<file path="src/rtl/pipe_ctrl_unit_if.sv">
// Control-path bundle between the ID stage and the pipelined control unit.
// The master drives the ID-stage fields and the flush request.
// The slave (the control unit) returns the stall request and the per-stage controls.
interface pipe_ctrl_unit_if #(
  parameter int OP_W   = 6,
  parameter int REG_AW = 5
);
  logic              id_valid;
  logic [OP_W-1:0]   id_op;
  logic [REG_AW-1:0] id_rs;
  logic [REG_AW-1:0] id_rt;
  logic              ex_flush;
  logic              stall;
  logic              ex_reg_dst;
  logic              ex_alu_src;
  logic              ex_branch;
  logic              ex_jump;
  logic              ex_ext_op;
  logic [1:0]        ex_alu_op;
  logic              mem_mem_read;
  logic              mem_mem_write;
  logic              wb_reg_write;
  logic              wb_mem_to_reg;
  logic              illegal;

  modport master (
    output id_valid, id_op, id_rs, id_rt, ex_flush,
    input  stall, ex_reg_dst, ex_alu_src, ex_branch, ex_jump, ex_ext_op,
           ex_alu_op, mem_mem_read, mem_mem_write, wb_reg_write,
           wb_mem_to_reg, illegal
  );

  modport slave (
    input  id_valid, id_op, id_rs, id_rt, ex_flush,
    output stall, ex_reg_dst, ex_alu_src, ex_branch, ex_jump, ex_ext_op,
           ex_alu_op, mem_mem_read, mem_mem_write, wb_reg_write,
           wb_mem_to_reg, illegal
  );
endinterface

</file>
<file path="src/rtl/pipe_ctrl_unit.sv">
// Pipelined control unit for the 5-stage MIPS-subset core.
// It decodes the ID opcode and carries the controls through the ID/EX, EX/MEM and MEM/WB registers.
// It detects load-use hazards (stall) and turns stalled, flushed, invalid or unknown ops into bubbles.
// Optional feature macro: CTRL_ILLEGAL_TRAP_EN. When it is defined, the sticky illegal flag is set
// when an illegal opcode is accepted. When it is undefined, the flag is tied to 0.
module pipe_ctrl_unit #(
  parameter int OP_W   = 6,
  parameter int REG_AW = 5
) (
  input  logic           clk,
  input  logic           rst,
  pipe_ctrl_unit_if.slave bus
);

  localparam logic [5:0] OP_RTYPE = 6'b000000;
  localparam logic [5:0] OP_ADDI  = 6'b000001;
  localparam logic [5:0] OP_LW    = 6'b000010;
  localparam logic [5:0] OP_SW    = 6'b000011;
  localparam logic [5:0] OP_BEQ   = 6'b000100;
  localparam logic [5:0] OP_J     = 6'b000101;

  typedef struct packed {
    logic       reg_dst;
    logic       alu_src;
    logic       branch;
    logic       jump;
    logic       ext_op;
    logic [1:0] alu_op;
    logic       mem_read;
    logic       mem_write;
    logic       reg_write;
    logic       mem_to_reg;
  } ctrl_t;

  logic [5:0]        op_lo_s;
  logic              op_hi_s;
  logic              is_illegal_s;
  logic              uses_rt_s;
  ctrl_t             dec_s;
  ctrl_t             ctrl_id_s;
  logic              hazard_s;
  logic              stall_s;

  ctrl_t             idex_r;
  logic [REG_AW-1:0] idex_rt_r;
  logic              exmem_mem_read_r;
  logic              exmem_mem_write_r;
  logic              exmem_reg_write_r;
  logic              exmem_mem_to_reg_r;
  logic              memwb_reg_write_r;
  logic              memwb_mem_to_reg_r;
  logic              illegal_r;

  // Any opcode bit above bit 5 makes the opcode illegal. The shift stays legal when OP_W is 6.
  assign op_lo_s = bus.id_op[5:0];
  assign op_hi_s = ((bus.id_op >> 6) != {OP_W{1'b0}});

  // Opcode decode. Unknown opcodes decode to all-zero fields and are marked illegal.
  always_comb begin
    dec_s        = '0;
    uses_rt_s    = 1'b0;
    is_illegal_s = 1'b0;
    if (op_hi_s) begin
      is_illegal_s = 1'b1;
    end else begin
      case (op_lo_s)
        OP_RTYPE: begin
          dec_s.reg_dst   = 1'b1;
          dec_s.reg_write = 1'b1;
          dec_s.alu_op    = 2'b00;
          uses_rt_s       = 1'b1;
        end
        OP_ADDI: begin
          dec_s.alu_src   = 1'b1;
          dec_s.reg_write = 1'b1;
          dec_s.alu_op    = 2'b01;
        end
        OP_LW: begin
          dec_s.alu_src    = 1'b1;
          dec_s.mem_to_reg = 1'b1;
          dec_s.reg_write  = 1'b1;
          dec_s.mem_read   = 1'b1;
          dec_s.ext_op     = 1'b1;
          dec_s.alu_op     = 2'b01;
        end
        OP_SW: begin
          dec_s.alu_src   = 1'b1;
          dec_s.mem_write = 1'b1;
          dec_s.ext_op    = 1'b1;
          dec_s.alu_op    = 2'b01;
          uses_rt_s       = 1'b1;
        end
        OP_BEQ: begin
          dec_s.branch = 1'b1;
          dec_s.alu_op = 2'b10;
          uses_rt_s    = 1'b1;
        end
        OP_J: begin
          dec_s.jump   = 1'b1;
          dec_s.alu_op = 2'b00;
        end
        default: begin
          is_illegal_s = 1'b1;
        end
      endcase
    end
  end

  // An invalid slot or an illegal opcode presents a bubble to ID/EX.
  always_comb begin
    ctrl_id_s = '0;
    if (bus.id_valid && !is_illegal_s) begin
      ctrl_id_s = dec_s;
    end else begin
      ctrl_id_s = '0;
    end
  end

  // Load-use hazard: the load in EX writes a register that the ID op reads. Register 0 never conflicts.
  assign hazard_s = bus.id_valid & idex_r.mem_read & (idex_rt_r != {REG_AW{1'b0}}) &
                    ((idex_rt_r == bus.id_rs) | ((idex_rt_r == bus.id_rt) & uses_rt_s));
  // A flush squashes the ID op anyway, so it suppresses the stall request.
  assign stall_s  = hazard_s & ~bus.ex_flush;
  assign bus.stall = stall_s;

  // ID/EX register. A flush or a stall loads a bubble. Otherwise it captures the decoded word.
  always_ff @(posedge clk) begin
    if (rst) begin
      idex_r    <= '0;
      idex_rt_r <= {REG_AW{1'b0}};
    end else if (bus.ex_flush || stall_s) begin
      idex_r    <= '0;
      idex_rt_r <= {REG_AW{1'b0}};
    end else begin
      idex_r    <= ctrl_id_s;
      idex_rt_r <= bus.id_rt;
    end
  end

  // EX/MEM register. It advances every cycle and carries only the mem and wb fields.
  always_ff @(posedge clk) begin
    if (rst) begin
      exmem_mem_read_r   <= 1'b0;
      exmem_mem_write_r  <= 1'b0;
      exmem_reg_write_r  <= 1'b0;
      exmem_mem_to_reg_r <= 1'b0;
    end else begin
      exmem_mem_read_r   <= idex_r.mem_read;
      exmem_mem_write_r  <= idex_r.mem_write;
      exmem_reg_write_r  <= idex_r.reg_write;
      exmem_mem_to_reg_r <= idex_r.mem_to_reg;
    end
  end

  // MEM/WB register. It advances every cycle and carries only the wb fields.
  always_ff @(posedge clk) begin
    if (rst) begin
      memwb_reg_write_r  <= 1'b0;
      memwb_mem_to_reg_r <= 1'b0;
    end else begin
      memwb_reg_write_r  <= exmem_reg_write_r;
      memwb_mem_to_reg_r <= exmem_mem_to_reg_r;
    end
  end

`ifdef CTRL_ILLEGAL_TRAP_EN
  logic accept_s;
  assign accept_s = bus.id_valid & ~stall_s & ~bus.ex_flush;

  // Sticky illegal flag. It is set only when an illegal op is accepted, never when it is stalled or flushed.
  always_ff @(posedge clk) begin
    if (rst) begin
      illegal_r <= 1'b0;
    end else if (accept_s && is_illegal_s) begin
      illegal_r <= 1'b1;
    end else begin
      illegal_r <= illegal_r;
    end
  end
`else
  // Without the trap, the illegal flag stays cleared. Illegal ops still decode as bubbles.
  always_ff @(posedge clk) begin
    if (rst) begin
      illegal_r <= 1'b0;
    end else begin
      illegal_r <= 1'b0;
    end
  end
`endif

  assign bus.ex_reg_dst    = idex_r.reg_dst;
  assign bus.ex_alu_src    = idex_r.alu_src;
  assign bus.ex_branch     = idex_r.branch;
  assign bus.ex_jump       = idex_r.jump;
  assign bus.ex_ext_op     = idex_r.ext_op;
  assign bus.ex_alu_op     = idex_r.alu_op;
  assign bus.mem_mem_read  = exmem_mem_read_r;
  assign bus.mem_mem_write = exmem_mem_write_r;
  assign bus.wb_reg_write  = memwb_reg_write_r;
  assign bus.wb_mem_to_reg = memwb_mem_to_reg_r;
  assign bus.illegal       = illegal_r;

endmodule

</file>
<file path="src/flat_wrapper.sv">
// flat-port wrapper written by rule: the top's interface ports become plain ports
module pipe_ctrl_unit_flat 
#(
  parameter int OP_W   = 6,
  parameter int REG_AW = 5
)
  (clk, rst, bus_id_valid, bus_id_op, bus_id_rs, bus_id_rt, bus_ex_flush, bus_stall, bus_ex_reg_dst, bus_ex_alu_src, bus_ex_branch, bus_ex_jump, bus_ex_ext_op, bus_ex_alu_op, bus_mem_mem_read, bus_mem_mem_write, bus_wb_reg_write, bus_wb_mem_to_reg, bus_illegal);
  pipe_ctrl_unit_if #(.OP_W(OP_W), .REG_AW(REG_AW)) bus_i ();
  input  logic clk;
  input  logic rst;
  input wire logic [$bits(bus_i.id_valid)-1:0] bus_id_valid;
  input wire logic [$bits(bus_i.id_op)-1:0] bus_id_op;
  input wire logic [$bits(bus_i.id_rs)-1:0] bus_id_rs;
  input wire logic [$bits(bus_i.id_rt)-1:0] bus_id_rt;
  input wire logic [$bits(bus_i.ex_flush)-1:0] bus_ex_flush;
  output wire logic [$bits(bus_i.stall)-1:0] bus_stall;
  output wire logic [$bits(bus_i.ex_reg_dst)-1:0] bus_ex_reg_dst;
  output wire logic [$bits(bus_i.ex_alu_src)-1:0] bus_ex_alu_src;
  output wire logic [$bits(bus_i.ex_branch)-1:0] bus_ex_branch;
  output wire logic [$bits(bus_i.ex_jump)-1:0] bus_ex_jump;
  output wire logic [$bits(bus_i.ex_ext_op)-1:0] bus_ex_ext_op;
  output wire logic [$bits(bus_i.ex_alu_op)-1:0] bus_ex_alu_op;
  output wire logic [$bits(bus_i.mem_mem_read)-1:0] bus_mem_mem_read;
  output wire logic [$bits(bus_i.mem_mem_write)-1:0] bus_mem_mem_write;
  output wire logic [$bits(bus_i.wb_reg_write)-1:0] bus_wb_reg_write;
  output wire logic [$bits(bus_i.wb_mem_to_reg)-1:0] bus_wb_mem_to_reg;
  output wire logic [$bits(bus_i.illegal)-1:0] bus_illegal;
  assign bus_i.id_valid = bus_id_valid;
  assign bus_i.id_op = bus_id_op;
  assign bus_i.id_rs = bus_id_rs;
  assign bus_i.id_rt = bus_id_rt;
  assign bus_i.ex_flush = bus_ex_flush;
  assign bus_stall = bus_i.stall;
  assign bus_ex_reg_dst = bus_i.ex_reg_dst;
  assign bus_ex_alu_src = bus_i.ex_alu_src;
  assign bus_ex_branch = bus_i.ex_branch;
  assign bus_ex_jump = bus_i.ex_jump;
  assign bus_ex_ext_op = bus_i.ex_ext_op;
  assign bus_ex_alu_op = bus_i.ex_alu_op;
  assign bus_mem_mem_read = bus_i.mem_mem_read;
  assign bus_mem_mem_write = bus_i.mem_mem_write;
  assign bus_wb_reg_write = bus_i.wb_reg_write;
  assign bus_wb_mem_to_reg = bus_i.wb_mem_to_reg;
  assign bus_illegal = bus_i.illegal;
  pipe_ctrl_unit #(.OP_W(OP_W), .REG_AW(REG_AW)) u_core (.clk(clk), .rst(rst), .bus(bus_i));
endmodule
</file>
<file path="config.mk">
export PLATFORM = sky130hd
export DESIGN_NAME = pipe_ctrl_unit_flat
export DESIGN_NICKNAME = d
export VERILOG_FILES = /design/src/rtl/pipe_ctrl_unit_if.sv /design/src/rtl/pipe_ctrl_unit.sv /design/src/flat_wrapper.sv
export SDC_FILE = /design/constraint.sdc
export NUM_CORES = 1
export LEC_CHECK = 0
export BUFFER_PORTS_ARGS = -buffer_cell sky130_fd_sc_hd__buf_2
export CORE_MARGIN = 1
export CORE_UTILIZATION = 31
export DETAILED_ROUTE_END_ITERATION = 12
export HOLD_SLACK_MARGIN = 0.12
export PLACE_DENSITY = 0.6
export REMOVE_ABC_BUFFERS = 1
export SLEW_MARGIN = 10
export SYNTH_ARGS = -nofsm -noshare
export SYNTH_HDL_FRONTEND = slang
export SYNTH_SLANG_ARGS = --single-unit
</file>
<file path="constraint.sdc">
create_clock -name clk -period 2.4 [get_ports clk]
set_clock_uncertainty 0.1 [all_clocks]
set_input_delay 0.6 -clock clk [delete_from_list [all_inputs] [get_ports clk]]
set_output_delay 0.6 -clock clk [all_outputs]
set_load 0.02 [all_outputs]
</file>
# Yosys cells after proc, flatten, opt, wreduce, memory -nomap -nowiden

Cells that the tools add are included.

Register bits: 20
Bits of input ports: 20
Output and inout port bits: 13
Word-level logic and storage cells: 51

Equality and inequality tests: 7
Multiplexer cells: 10
Bitwise gates (word level): 8
Reduce and logical (&&, ||, !) cells: 11

Operator list:

| cell                                                                  | number |
|---|---|
| 6-bit by 2-bit equality test with 1-bit output, second input constant | 2 |
| 6-bit by 3-bit equality test with 1-bit output, second input constant | 2 |
| 3-bit OR reduction                                                    | 4 |
| 5-bit equality test                                                   | 2 |
| 1-bit 2-to-1 mux                                                      | 9 |
| 6-bit by 1-bit equality test with 1-bit output, second input constant | 1 |
| 6-bit logical NOT                                                     | 1 |
| 6-bit OR reduction                                                    | 1 |
| 1-bit AND                                                             | 5 |
| 5-bit nonzero test                                                    | 1 |
| 2-bit one-hot mux with 2 select lines                                 | 1 |
| 2-bit OR reduction                                                    | 2 |
| 1-bit NOT                                                             | 2 |
| 1-bit logical AND                                                     | 1 |
| 1-bit logical OR                                                      | 1 |
| 1-bit OR                                                              | 1 |

# Longest topological paths before layout

Gate-level depths: netlist of the first run.

Depth in word-level cells: 9
Gate-level depth with buffers: 6
Depth with buffers taken out: 5

# Worst setup path after synthesis of the first run

Ideal clock, no wire load.

Kind: in2out
Start: input port bus_id_rt[2]
End: output port bus_stall
Arrival: 1.768 ns
Data required time: 1.700 ns
Setup slack: -0.068 ns
Cell stages on the path: 6
Buffers on the path: 1
Cell sequence: xor2_1 > nor4_1 > nand4_1 > a21oi_4 > buf_6 > and2b_1

Cells in the longest elaborated chain, start to end: 5

RTL lines:

| element             | RTL line              | source |
|---|---|---|
| from (decl)         | flat_wrapper.sv:14    | `input wire logic [$bits(bus_i.id_rt)-1:0] bus_id_rt;` |
| 5-bit equality test | pipe_ctrl_unit.sv:121 | `((idex_rt_r == bus.id_rs) \| ((idex_rt_r == bus.id_rt) & uses_rt_s));` |
| 1-bit AND           | pipe_ctrl_unit.sv:121 |  |
| 1-bit OR            | pipe_ctrl_unit.sv:121 |  |
| 1-bit AND           | pipe_ctrl_unit.sv:120 | `assign hazard_s = bus.id_valid & idex_r.mem_read & (idex_rt_r != {REG_AW{1'b0}}) &` |
| 1-bit AND           | pipe_ctrl_unit.sv:123 | `assign stall_s = hazard_s & ~bus.ex_flush;` |
| to (decl)           | flat_wrapper.sv:16    | `output wire logic [$bits(bus_i.stall)-1:0] bus_stall;` |

No other way between the ends.

# Worst setup path after layout of the first run

Start: input port bus_id_rt[4]
End: output port bus_stall

The elaborated chain is that of the path after synthesis.

==> results of run 1 <==
[power by group through the flow]
stage / logic (mW) / registers (mW) / clock network [mW]
floorplan: 0.0247 / 0.347 / 0
global placement: 0.0559 / 0.347 / 0
detailed placement: 0.0572 / 0.347 / 0
CTS: 0.0595 / 0.340 / 0.158
global route: 0.0660 / 0.341 / 0.177
finish: 0.0604 / 0.340 / 0.148
[cells in the mapped netlist]
cell,instances
nor2_2,1
a21oi_4,1
nor4_4,1
and2b_1,1
nor2_1,6
o211ai_2,1
nor4b_1,1
o21bai_1,1
buf_4,3
xor2_1,7
nand4_1,1
nor2b_1,5
clkbuf_1,1
nand2b_1,1
or4_1,1
nor4_1,5
nand2_1,8
nor3_1,5
nand3_1,2
dfxtp_1,20
conb_1,1
a2111oi_2,1
buf_6,1
xnor2_1,3
[final timing paths]
check | from | endpoint | slack [ns] | cells past startpoint
min reg2reg | u_core.exmem_reg_write_r | u_core.bus.wb_reg_write | 0.35 | 1
min | u_core.exmem_reg_write_r | u_core.bus.wb_reg_write | 0.35 | 1
max reg2reg | u_core.idex_rt_r[1] | u_core.bus.ex_reg_dst | 0.56 | 5
max | bus_id_rt[4] | bus_stall | -0.06 | 7
[layout by cell type (no fill, tap or decap)]
master / instances
clkbuf_4: 3
nand2b_1: 1
nand3_1: 2
xor2_1: 7
nor2_1: 6
o21bai_1: 1
dfxtp_2: 2
nor3_1: 5
nand2_1: 8
dfxtp_1: 18
o211ai_2: 1
xnor2_1: 3
nand4_1: 1
a2111oi_2: 1
a21oi_4: 1
nor2b_1: 5
buf_2: 28
buf_4: 5
nor4_4: 1
nor4b_1: 1
buf_6: 3
conb_1: 1
or4_1: 1
and2b_1: 1
nor2_2: 1
nor4_1: 5
[logic make-up (layout without fill, tap and decap cells)]
family,after synthesis,in the layout,synth area share
buffers and inverters,5,39,0.0472
and+or+nand+nor,38,38,0.269
AOI/OAI and AO/OA,4,4,0.0646
other,1,1,0.00472
xor gates and xnor gates,10,10,0.110
DFF,20,20,0.504
[layer usage]
layer | up-vias | global-route usage
met5 | - | 0
met4 | 0 | 0
met3 | 0 | 0.0609
met2 | 18 | 0.236
met1 | 301 | 0.159
li1 | 331 | -
[critical path, stage by stage]
cell and delay, ns:
buf_6 0.09, xor2_1 0.13, nor4_1 0.30, nand4_1 0.20
a21oi_4 0.19, and2b_1 0.14, buf_6 0.11
[final cells by class]
cell class / count / area, um^2 / share of cell area
clock buffers: 3 / 22.5 / 0.0219
multi-input cells: 53 / 357 / 0.347
flip-flops and latches: 20 / 403 / 0.392
well taps: 28 / 35.0 / 0.0341
repair buffers: 36 / 211 / 0.206
[what timing repair did]
item,in CTS,in global routing
gates resized for setup,4,2
cloned,0,0
pin swaps,0,3
buffers inserted,0,1
hold buffers,0,0
setup endpoints to repair,1,1
==> flow_metrics.env, run 1 <==
export IMPL_via_count=650
export IMPL_placedCellCount=136
export IMPL_synth_cells=78
export IMPL_avgSynthCellArea_um2=10.2
export IMPL_syn_to_final_growth_pct=29.4
export IMPL_fin_crit_ns=2.46
export IMPL_num_io_pins=33
export IMPL_fin_ws_ns=-0.0621
export IMPL_grt_max_degree=16
export IMPL_rsz0062_at_grt="yes"
export IMPL_switchingPower_mw=0.124
export IMPL_ys_ff_latch=20
export IMPL_cp_required_ns=1.70
export IMPL_p_total_mw=0.549
export IMPL_wl_met1_um=711
export IMPL_ys_types=24
export IMPL_fin_area_um2=1030
export IMPL_worst_path_max_fanout=2
export IMPL_ys_top_cells_by_area="dfxtp_1 50%, xor2_1 7.7%, nor2b_1 3.9%"
export IMPL_switching_share=0.225
export IMPL_slew_viol_final=0
export IMPL_cts_root_buffer="clkbuf_4"
export IMPL_comb_power_share=0.110
export IMPL_dp_hpwl_um=1210
export IMPL_ys_seq_area_frac=0.504
export IMPL_routedWlPerCell_um=11.5
export IMPL_postPlaceCellArea_um2=977
export IMPL_clk_latency_ns=0.29
export IMPL_routed_wl_um=1610
export IMPL_cts_made_buffers=3
export IMPL_cts_sinks=20
export IMPL_p_leak_nw=0.472
export IMPL_die_h_um=52.6
export IMPL_drtIter0Drc=3
export IMPL_holdWs_ns=0.351
export IMPL_grt_usage=0.135
export IMPL_cp_end_kind="primary output"
export IMPL_regMostFlops="u_core.idex_rt_r"
export IMPL_routed_top_layer="met3"
export IMPL_status="finished, violations left"
export IMPL_setup_violations=1
export IMPL_violations="negative setup slack"
export IMPL_finalCritPeriodShare=1.03
export IMPL_worstSetupStartpointType="input pin"
export IMPL_drive_above_1_share=0.411
export IMPL_antenna_found_initial=0
export IMPL_path_class="input pin to primary output"
export IMPL_numPortBuffers=31
export IMPL_pwr_share_clk=0.271
export IMPL_pre_cts_ws_ns=-0.0611
export IMPL_nets=134
export IMPL_core_area_um2=2320
export IMPL_dieWidth_um=52.6
export IMPL_via_per_inst=4.64
export IMPL_start_util=0.343
export IMPL_seq_power_share=0.619
export IMPL_final_util=0.444
export IMPL_maxCapViolCount=0
export IMPL_hold_viol=0
export IMPL_cts_tree="built"
export IMPL_wl_met2_um=795
export IMPL_setup_tns_ns=-0.0621
export IMPL_clock_fmax_mhz=406
export IMPL_hp_class="register to register"
export IMPL_peakVddDrop_mv=0.299
export IMPL_firstDrtPassIters=2
export IMPL_grt_pass1_vias=649
export IMPL_rows=17
export IMPL_synth_warnings=0
export IMPL_h_tree_depth=1
export IMPL_diodes=0
export IMPL_largest_reg_flops=5
export IMPL_grt_pass1_wl_um=2690
export IMPL_place_congestion=0.757
export IMPL_synth_top_area_share=0.504
export IMPL_crit_arrival_ns=1.76
export IMPL_syn_area_um2=795
export IMPL_remaining_drc_errors=0
export IMPL_p_int_mw=0.425
export IMPL_instances_no_fill=140
export IMPL_antenna_left=0
export IMPL_power_density_nw_per_um2=533
export IMPL_fillers=246
export IMPL_grt_ovfl_total=0
export IMPL_wl_met3_um=99
export IMPL_cts_path_max_buffers=2
export IMPL_yosysTopAreaCell="dfxtp_1"
export IMPL_clk_pin_slew_ns=0.10
export IMPL_die_area_um2=2770
Note: power is estimated with default switching activity, not from simulation.
==> run 2, diff against run 1 <==
--- a/config.mk
+++ b/config.mk
@@ -5,8 +5,9 @@
 export SDC_FILE = /design/constraint.sdc
 export NUM_CORES = 1
 export LEC_CHECK = 0
-export BUFFER_PORTS_ARGS = -buffer_cell sky130_fd_sc_hd__buf_2
-export CORE_MARGIN = 1
+export BUFFER_PORTS_ARGS = -buffer_cell sky130_fd_sc_hd__buf_4
+export CORE_ASPECT_RATIO = 1.75
+export CORE_MARGIN = 4
 export CORE_UTILIZATION = 31
 export DETAILED_ROUTE_END_ITERATION = 12
 export HOLD_SLACK_MARGIN = 0.12
==> run 2 against run 1 <==
  * First-iteration DRC count rose by 100%
  * Core utilization is 3.5 points higher
  * Global-route usage fell by 2.6 points
  * Clock power increased by 68%
  * Design area grew 14%
  * Setup slack gained 0.022 ns
  * Final cell count shrank 1.4%
  * The run still ends with negative setup slack left
  * Clock-buffer cell count rose by 1
  * Via count fell by 1.1%
==> flow_metrics.env, run 2 (synthesis results as in run 1) <==
export IMPL_status="finished, violations left"
export IMPL_violations="negative setup slack"
export IMPL_core_area_um2=2460
export IMPL_largest_reg_flops=5
export IMPL_clk_pin_slew_ns=0.07
export IMPL_nets=133
export IMPL_clk_latency_ns=0.25
export IMPL_maxCapViolCount=0
export IMPL_place_congestion=0.776
export IMPL_setup_violations=1
export IMPL_crit_arrival_ns=1.74
export IMPL_cp_slowest_cell="nor4_4"
export IMPL_hp_class="register to register"
export IMPL_grt_pass1_vias=624
export IMPL_dp_hpwl_um=1350
export IMPL_num_io_pins=33
export IMPL_p_leak_nw=0.503
export IMPL_pwr_share_clk=0.372
export IMPL_cts_made_buffers=3
export IMPL_firstDrtPassIters=2
export IMPL_syn_to_final_growth_pct=48.2
export IMPL_wl_met1_um=631
export IMPL_worst_path_max_fanout=2
export IMPL_register_area_um2=403
export IMPL_cts_sinks=20
export IMPL_final_common_cell="buf_4"
export IMPL_fillers=247
export IMPL_grt_max_degree=16
export IMPL_seq_power_share=0.513
export IMPL_slew_viol_final=0
export IMPL_routedWlPerCell_um=12.8
export IMPL_fin_ws_ns=-0.0402
export IMPL_multi_input_area_um2=409
export IMPL_rsz0062_at_grt="yes"
export IMPL_die_area_um2=3470
export IMPL_clock_fmax_mhz=410
export IMPL_peakVddDrop_mv=0.253
export IMPL_antenna_left=0
export IMPL_wl_met3_um=130
export IMPL_path_class="input pin to primary output"
export IMPL_rows=24
export IMPL_p_int_mw=0.523
export IMPL_cp_required_ns=1.70
export IMPL_dieWidth_um=46.3
export IMPL_remaining_drc_errors=0
export IMPL_routed_top_layer="met4"
export IMPL_grt_usage=0.108
export IMPL_wl_met2_um=957
export IMPL_regMostFlops="u_core.idex_rt_r"
export IMPL_grt_pass1_wl_um=2620
export IMPL_hold_viol=0
export IMPL_drive_above_1_share=0.438
export IMPL_fin_crit_ns=2.44
export IMPL_post_cts_setup_buffers=0
export IMPL_h_tree_depth=1
export IMPL_holdWs_ns=0.340
export IMPL_switchingPower_mw=0.142
export IMPL_routed_wl_um=1770
export IMPL_numPortBuffers=31
export IMPL_power_density_nw_per_um2=565
export IMPL_path_cells="buf_8, xor2_4, nor4_4, nand4_1, a21oi_4, and2b_1, buf_6"
export IMPL_via_count=643
export IMPL_final_cell_mix="32 x buf_4, 18 x dfxtp_1, 8 x nand2_1, 6 x nor2_1"
export IMPL_via_per_inst=4.66
export IMPL_switching_share=0.214
export IMPL_max_stage_delay_ns=0.29
export IMPL_finalCritPeriodShare=1.02
export IMPL_worstSetupStartpointType="input pin"
export IMPL_comb_power_share=0.115
export IMPL_postPlaceCellArea_um2=1050
export IMPL_die_h_um=75.0
export IMPL_antenna_found_initial=0
export IMPL_placedCellCount=134
export IMPL_cts_hold_buf=0
export IMPL_grt_ovfl_total=0
export IMPL_fin_area_um2=1180
export IMPL_cts_tree="built"
export IMPL_drtIter0Drc=6
export IMPL_diodes=0
export IMPL_instances_no_fill=138
export IMPL_cts_root_buffer="clkbuf_8"
export IMPL_cp_end_kind="primary output"
export IMPL_cts_path_max_buffers=2
export IMPL_final_util=0.478
export IMPL_p_total_mw=0.666
export IMPL_start_util=0.323
## run 2: per-layer routing
metal / track usage / up-vias
met2: 0.201 / 28
li1: - / 329
met1: 0.0993 / 282
met5: 0 / -
met3: 0.0120 / 4
met4: 0.0854 / 0
## run 2: power groups by stage
stage / Sequential (mW) / Clock (mW) / Combinational [mW]
2_1_floorplan: 0.347 / 0 / 0.0247
3_3_place_gp: 0.347 / 0 / 0.0648
3_5_place_dp: 0.347 / 0 / 0.0658
4_1_cts: 0.340 / 0.256 / 0.0688
5_1_grt: 0.342 / 0.266 / 0.0824
6_report: 0.341 / 0.248 / 0.0766
## run 2: final cells by class
cell class,instances,area share
multi-input cells,53,0.348
well taps,26,0.0276
clock buffers,4,0.0468
flip-flops and latches,20,0.342
repair buffers,35,0.236
## run 2: through the flow
stage	TNS, ns	setup WS [ns]
2_1_floorplan	-0.0851	-0.0851
3_3_place_gp	-0.0623	-0.0623
3_5_place_dp	-0.0626	-0.0626
4_1_cts	-0.0458	-0.0458
5_1_grt	-0.122	-0.122
6_report	-0.0402	-0.0402
## run 2: critical path, delay by kind of cell
family                    cells  cell delay, ns
and+or+nand+nor               3            0.60
AOI/OAI and AO/OA             1            0.16
xor gates and xnor gates      1            0.15
buffers and inverters         2            0.21
## run 2: path summary, 6_finish.rpt
check                                    startpoint                  endpoint  slack, ns  cells past startpoint
worst max-delay path                   bus_id_rt[0]                 bus_stall      -0.04                      7
worst max register to register  u_core.idex_rt_r[2]        u_core.bus.ex_jump       0.49                      5
worst min register to register     u_core.idex_r[2]  u_core.bus.mem_mem_write       0.34                      1
worst min-delay path               u_core.idex_r[2]  u_core.bus.mem_mem_write       0.34                      1
## run 2: repair_timing
item / CTS / global route
endpoints found under the setup margin: 1 / 1
gates resized for setup: 4 / 8
pin swaps: 3 / 3
==> run 3, diff against run 2 <==
--- a/config.mk
+++ b/config.mk
@@ -6,12 +6,12 @@
 export NUM_CORES = 1
 export LEC_CHECK = 0
 export BUFFER_PORTS_ARGS = -buffer_cell sky130_fd_sc_hd__buf_4
-export CORE_ASPECT_RATIO = 1.75
 export CORE_MARGIN = 4
-export CORE_UTILIZATION = 31
+export CORE_UTILIZATION = 45
 export DETAILED_ROUTE_END_ITERATION = 12
 export HOLD_SLACK_MARGIN = 0.12
-export PLACE_DENSITY = 0.6
+export MAX_ROUTING_LAYER = met4
+export PLACE_DENSITY = 0.8
 export REMOVE_ABC_BUFFERS = 1
 export SLEW_MARGIN = 10
 export SYNTH_ARGS = -nofsm -noshare
==> run 3 against run 2 <==
  * The run still ends with negative setup slack left
  * Die area is 28% lower
  * Flip-flop and latch count stayed put
  * Worst hold slack better by 0.0046 ns
  * Routed wire length is 6.0% lower
  * Critical path depth stayed put
  * Clock power is 39% lower
  * Register-to-register slack better by 0.07 ns
  * First-iteration DRC count is 50% higher
  * Global-route usage is 2.8 points higher
  * Sequential share of layout area is 2.5 points higher
  * Clock-buffer cell count is 1 lower
  * Critical path type unchanged
  * Critical endpoint unchanged
==> flow_metrics.env, run 3 (synthesis results as in run 1) <==
export IMPL_grt_usage=0.136
export IMPL_switching_share=0.228
export IMPL_rsz0062_at_grt="yes"
export IMPL_numPortBuffers=31
export IMPL_core_area_um2=1590
export IMPL_hp_class="register to register"
export IMPL_diodes=0
export IMPL_antenna_found_initial=0
export IMPL_final_common_cell="buf_4"
export IMPL_cp_slowest_cell="nor4_1"
export IMPL_p_leak_nw=0.478
export IMPL_routedWlPerCell_um=12.3
export IMPL_clock_fmax_mhz=410
export IMPL_drtIter0Drc=9
export IMPL_dieWidth_um=50.0
export IMPL_cts_root_buffer="clkbuf_4"
export IMPL_slew_viol_final=0
export IMPL_register_area_um2=403
export IMPL_regMostFlops="u_core.idex_rt_r"
export IMPL_cp_common_cell="buf_6"
export IMPL_die_area_um2=2500
export IMPL_fin_area_um2=1100
export IMPL_final_cell_mix="32 x buf_4, 18 x dfxtp_1, 8 x nand2_1, 7 x xor2_1, 6 x nor2_1"
export IMPL_path_class="input pin to primary output"
export IMPL_fillers=142
export IMPL_worst_path_max_fanout=2
export IMPL_setup_tns_ns=-0.0368
export IMPL_instances_no_fill=135
export IMPL_maxCapViolCount=0
export IMPL_fin_crit_ns=2.44
export IMPL_placedCellCount=131
export IMPL_worstSetupStartpointType="input pin"
export IMPL_place_congestion=0.736
export IMPL_multi_input_area_um2=369
export IMPL_via_count=655
export IMPL_r2r_slack_ns=0.56
export IMPL_crit_buf_inv=2
export IMPL_antenna_left=0
export IMPL_grt_pass1_wl_um=2490
export IMPL_p_total_mw=0.561
export IMPL_min_from="u_core.idex_r[1]"
export IMPL_fin_ws_ns=-0.0368
export IMPL_cts_hold_buf=0
export IMPL_syn_to_final_growth_pct=38.3
export IMPL_cp_top_family="simple AND/OR/NAND/NOR gates"
export IMPL_grt_ovfl_total=0
export IMPL_firstDrtPassIters=4
export IMPL_dp_hpwl_um=1240
export IMPL_cp_required_ns=1.70
export IMPL_start_util=0.498
export IMPL_cp_end_kind="primary output"
export IMPL_via_per_inst=4.85
export IMPL_clk_pin_slew_ns=0.10
export IMPL_crit_start="bus_id_rt[2]"
export IMPL_routed_wl_um=1660
export IMPL_h_tree_depth=1
export IMPL_setup_violations=1
export IMPL_holdWs_ns=0.345
export IMPL_comb_power_share=0.124
export IMPL_hold_viol=0
export IMPL_die_h_um=50.0
export IMPL_crit_arrival_ns=1.74
export IMPL_postPlaceCellArea_um2=1040
export IMPL_rows=14
export IMPL_grt_max_degree=16
export IMPL_cts_tree="built"
export IMPL_path_cells="buf_6, xor2_1, nor4_1, nand4_1, a21oi_4, and2b_1, buf_6"
export IMPL_remaining_drc_errors=0
export IMPL_peakVddDrop_mv=0.351
export IMPL_finalCritPeriodShare=1.02
export IMPL_seq_power_share=0.607
export IMPL_cts_path_max_buffers=2
export IMPL_r2r_start="u_core.idex_rt_r[1]"
export IMPL_switchingPower_mw=0.128
export IMPL_max_stage_delay_ns=0.29
export IMPL_grt_pass1_vias=633
export IMPL_violations="negative setup slack"
export IMPL_power_density_nw_per_um2=511
export IMPL_cts_sinks=20
export IMPL_nets=133
export IMPL_drive_above_1_share=0.414
export IMPL_clk_latency_ns=0.29
export IMPL_largest_reg_flops=5
export IMPL_pwr_share_clk=0.269
export IMPL_status="finished, violations left"
export IMPL_p_int_mw=0.433
export IMPL_cts_made_buffers=3
export IMPL_num_io_pins=33
-- run 3: cell count changes in the layout (fill, tap and decap cells not counted), sizes merged --
cell,previous run,this run
clkbuf,4,3
-- run 3: worst paths after layout --
check,endpoint,depth (start not counted)
min,u_core.exmem_reg_write_r,1
max,bus_stall,7
max reg2reg,u_core.bus.ex_reg_dst,5
min reg2reg,u_core.exmem_reg_write_r,1
-- run 3: metrics by stage --
stage | util | setup WS, ns
2_1_floorplan | - | -0.0851
3_3_place_gp | 0.654 | -0.0301
3_5_place_dp | 0.654 | -0.0633
4_1_cts | 0.675 | -0.0425
5_1_grt | 0.689 | -0.0788
6_report | 0.689 | -0.0368
-- run 3: routing by layer --
| metal | GRT usage | share of wire | vias to the layer above |
|---|---|---|---|
| met4 | 0.0829 | 0.025 | 0 |
| met1 | 0.134 | 0.40 | 301 |
| met3 | 0.0331 | 0.043 | 5 |
| li1 | - | - | 329 |
| met2 | 0.239 | 0.53 | 20 |
| met5 | - | 0 | - |
-- run 3: cell type report --
type	count	area share
flip-flops and latches	20	0.367
repair buffers	35	0.249
well taps	24	0.0273
clock buffers	3	0.0205
multi-input cells	53	0.336
-- run 3: worst reg2reg max path: stages (launching register included) --
cell and delay (ns):
dfxtp_2 0.35, or4_4 0.54, o211ai_4 0.21, a21oi_4 0.04, buf_4 0.19, nor4b_1 0.30
-- run 3: power groups by stage --
stage / registers, mW / logic [mW] / clock network (mW)
final: 0.340 / 0.0697 / 0.151
after global routing: 0.341 / 0.0759 / 0.169
after CTS: 0.340 / 0.0659 / 0.155
after detailed placement: 0.347 / 0.0643 / 0
after global placement: 0.347 / 0.0631 / 0
after floorplan: 0.347 / 0.0247 / 0
-- run 3: what timing repair did --
| item | in CTS | in global routing |
|---|---|---|
| setup endpoints to repair | 1 | 1 |
| pin swaps | 0 | 1 |
| setup buffers | 0 | 1 |
| gates resized for setup | 3 | 4 |
| hold endpoints to repair | 0 | 0 |
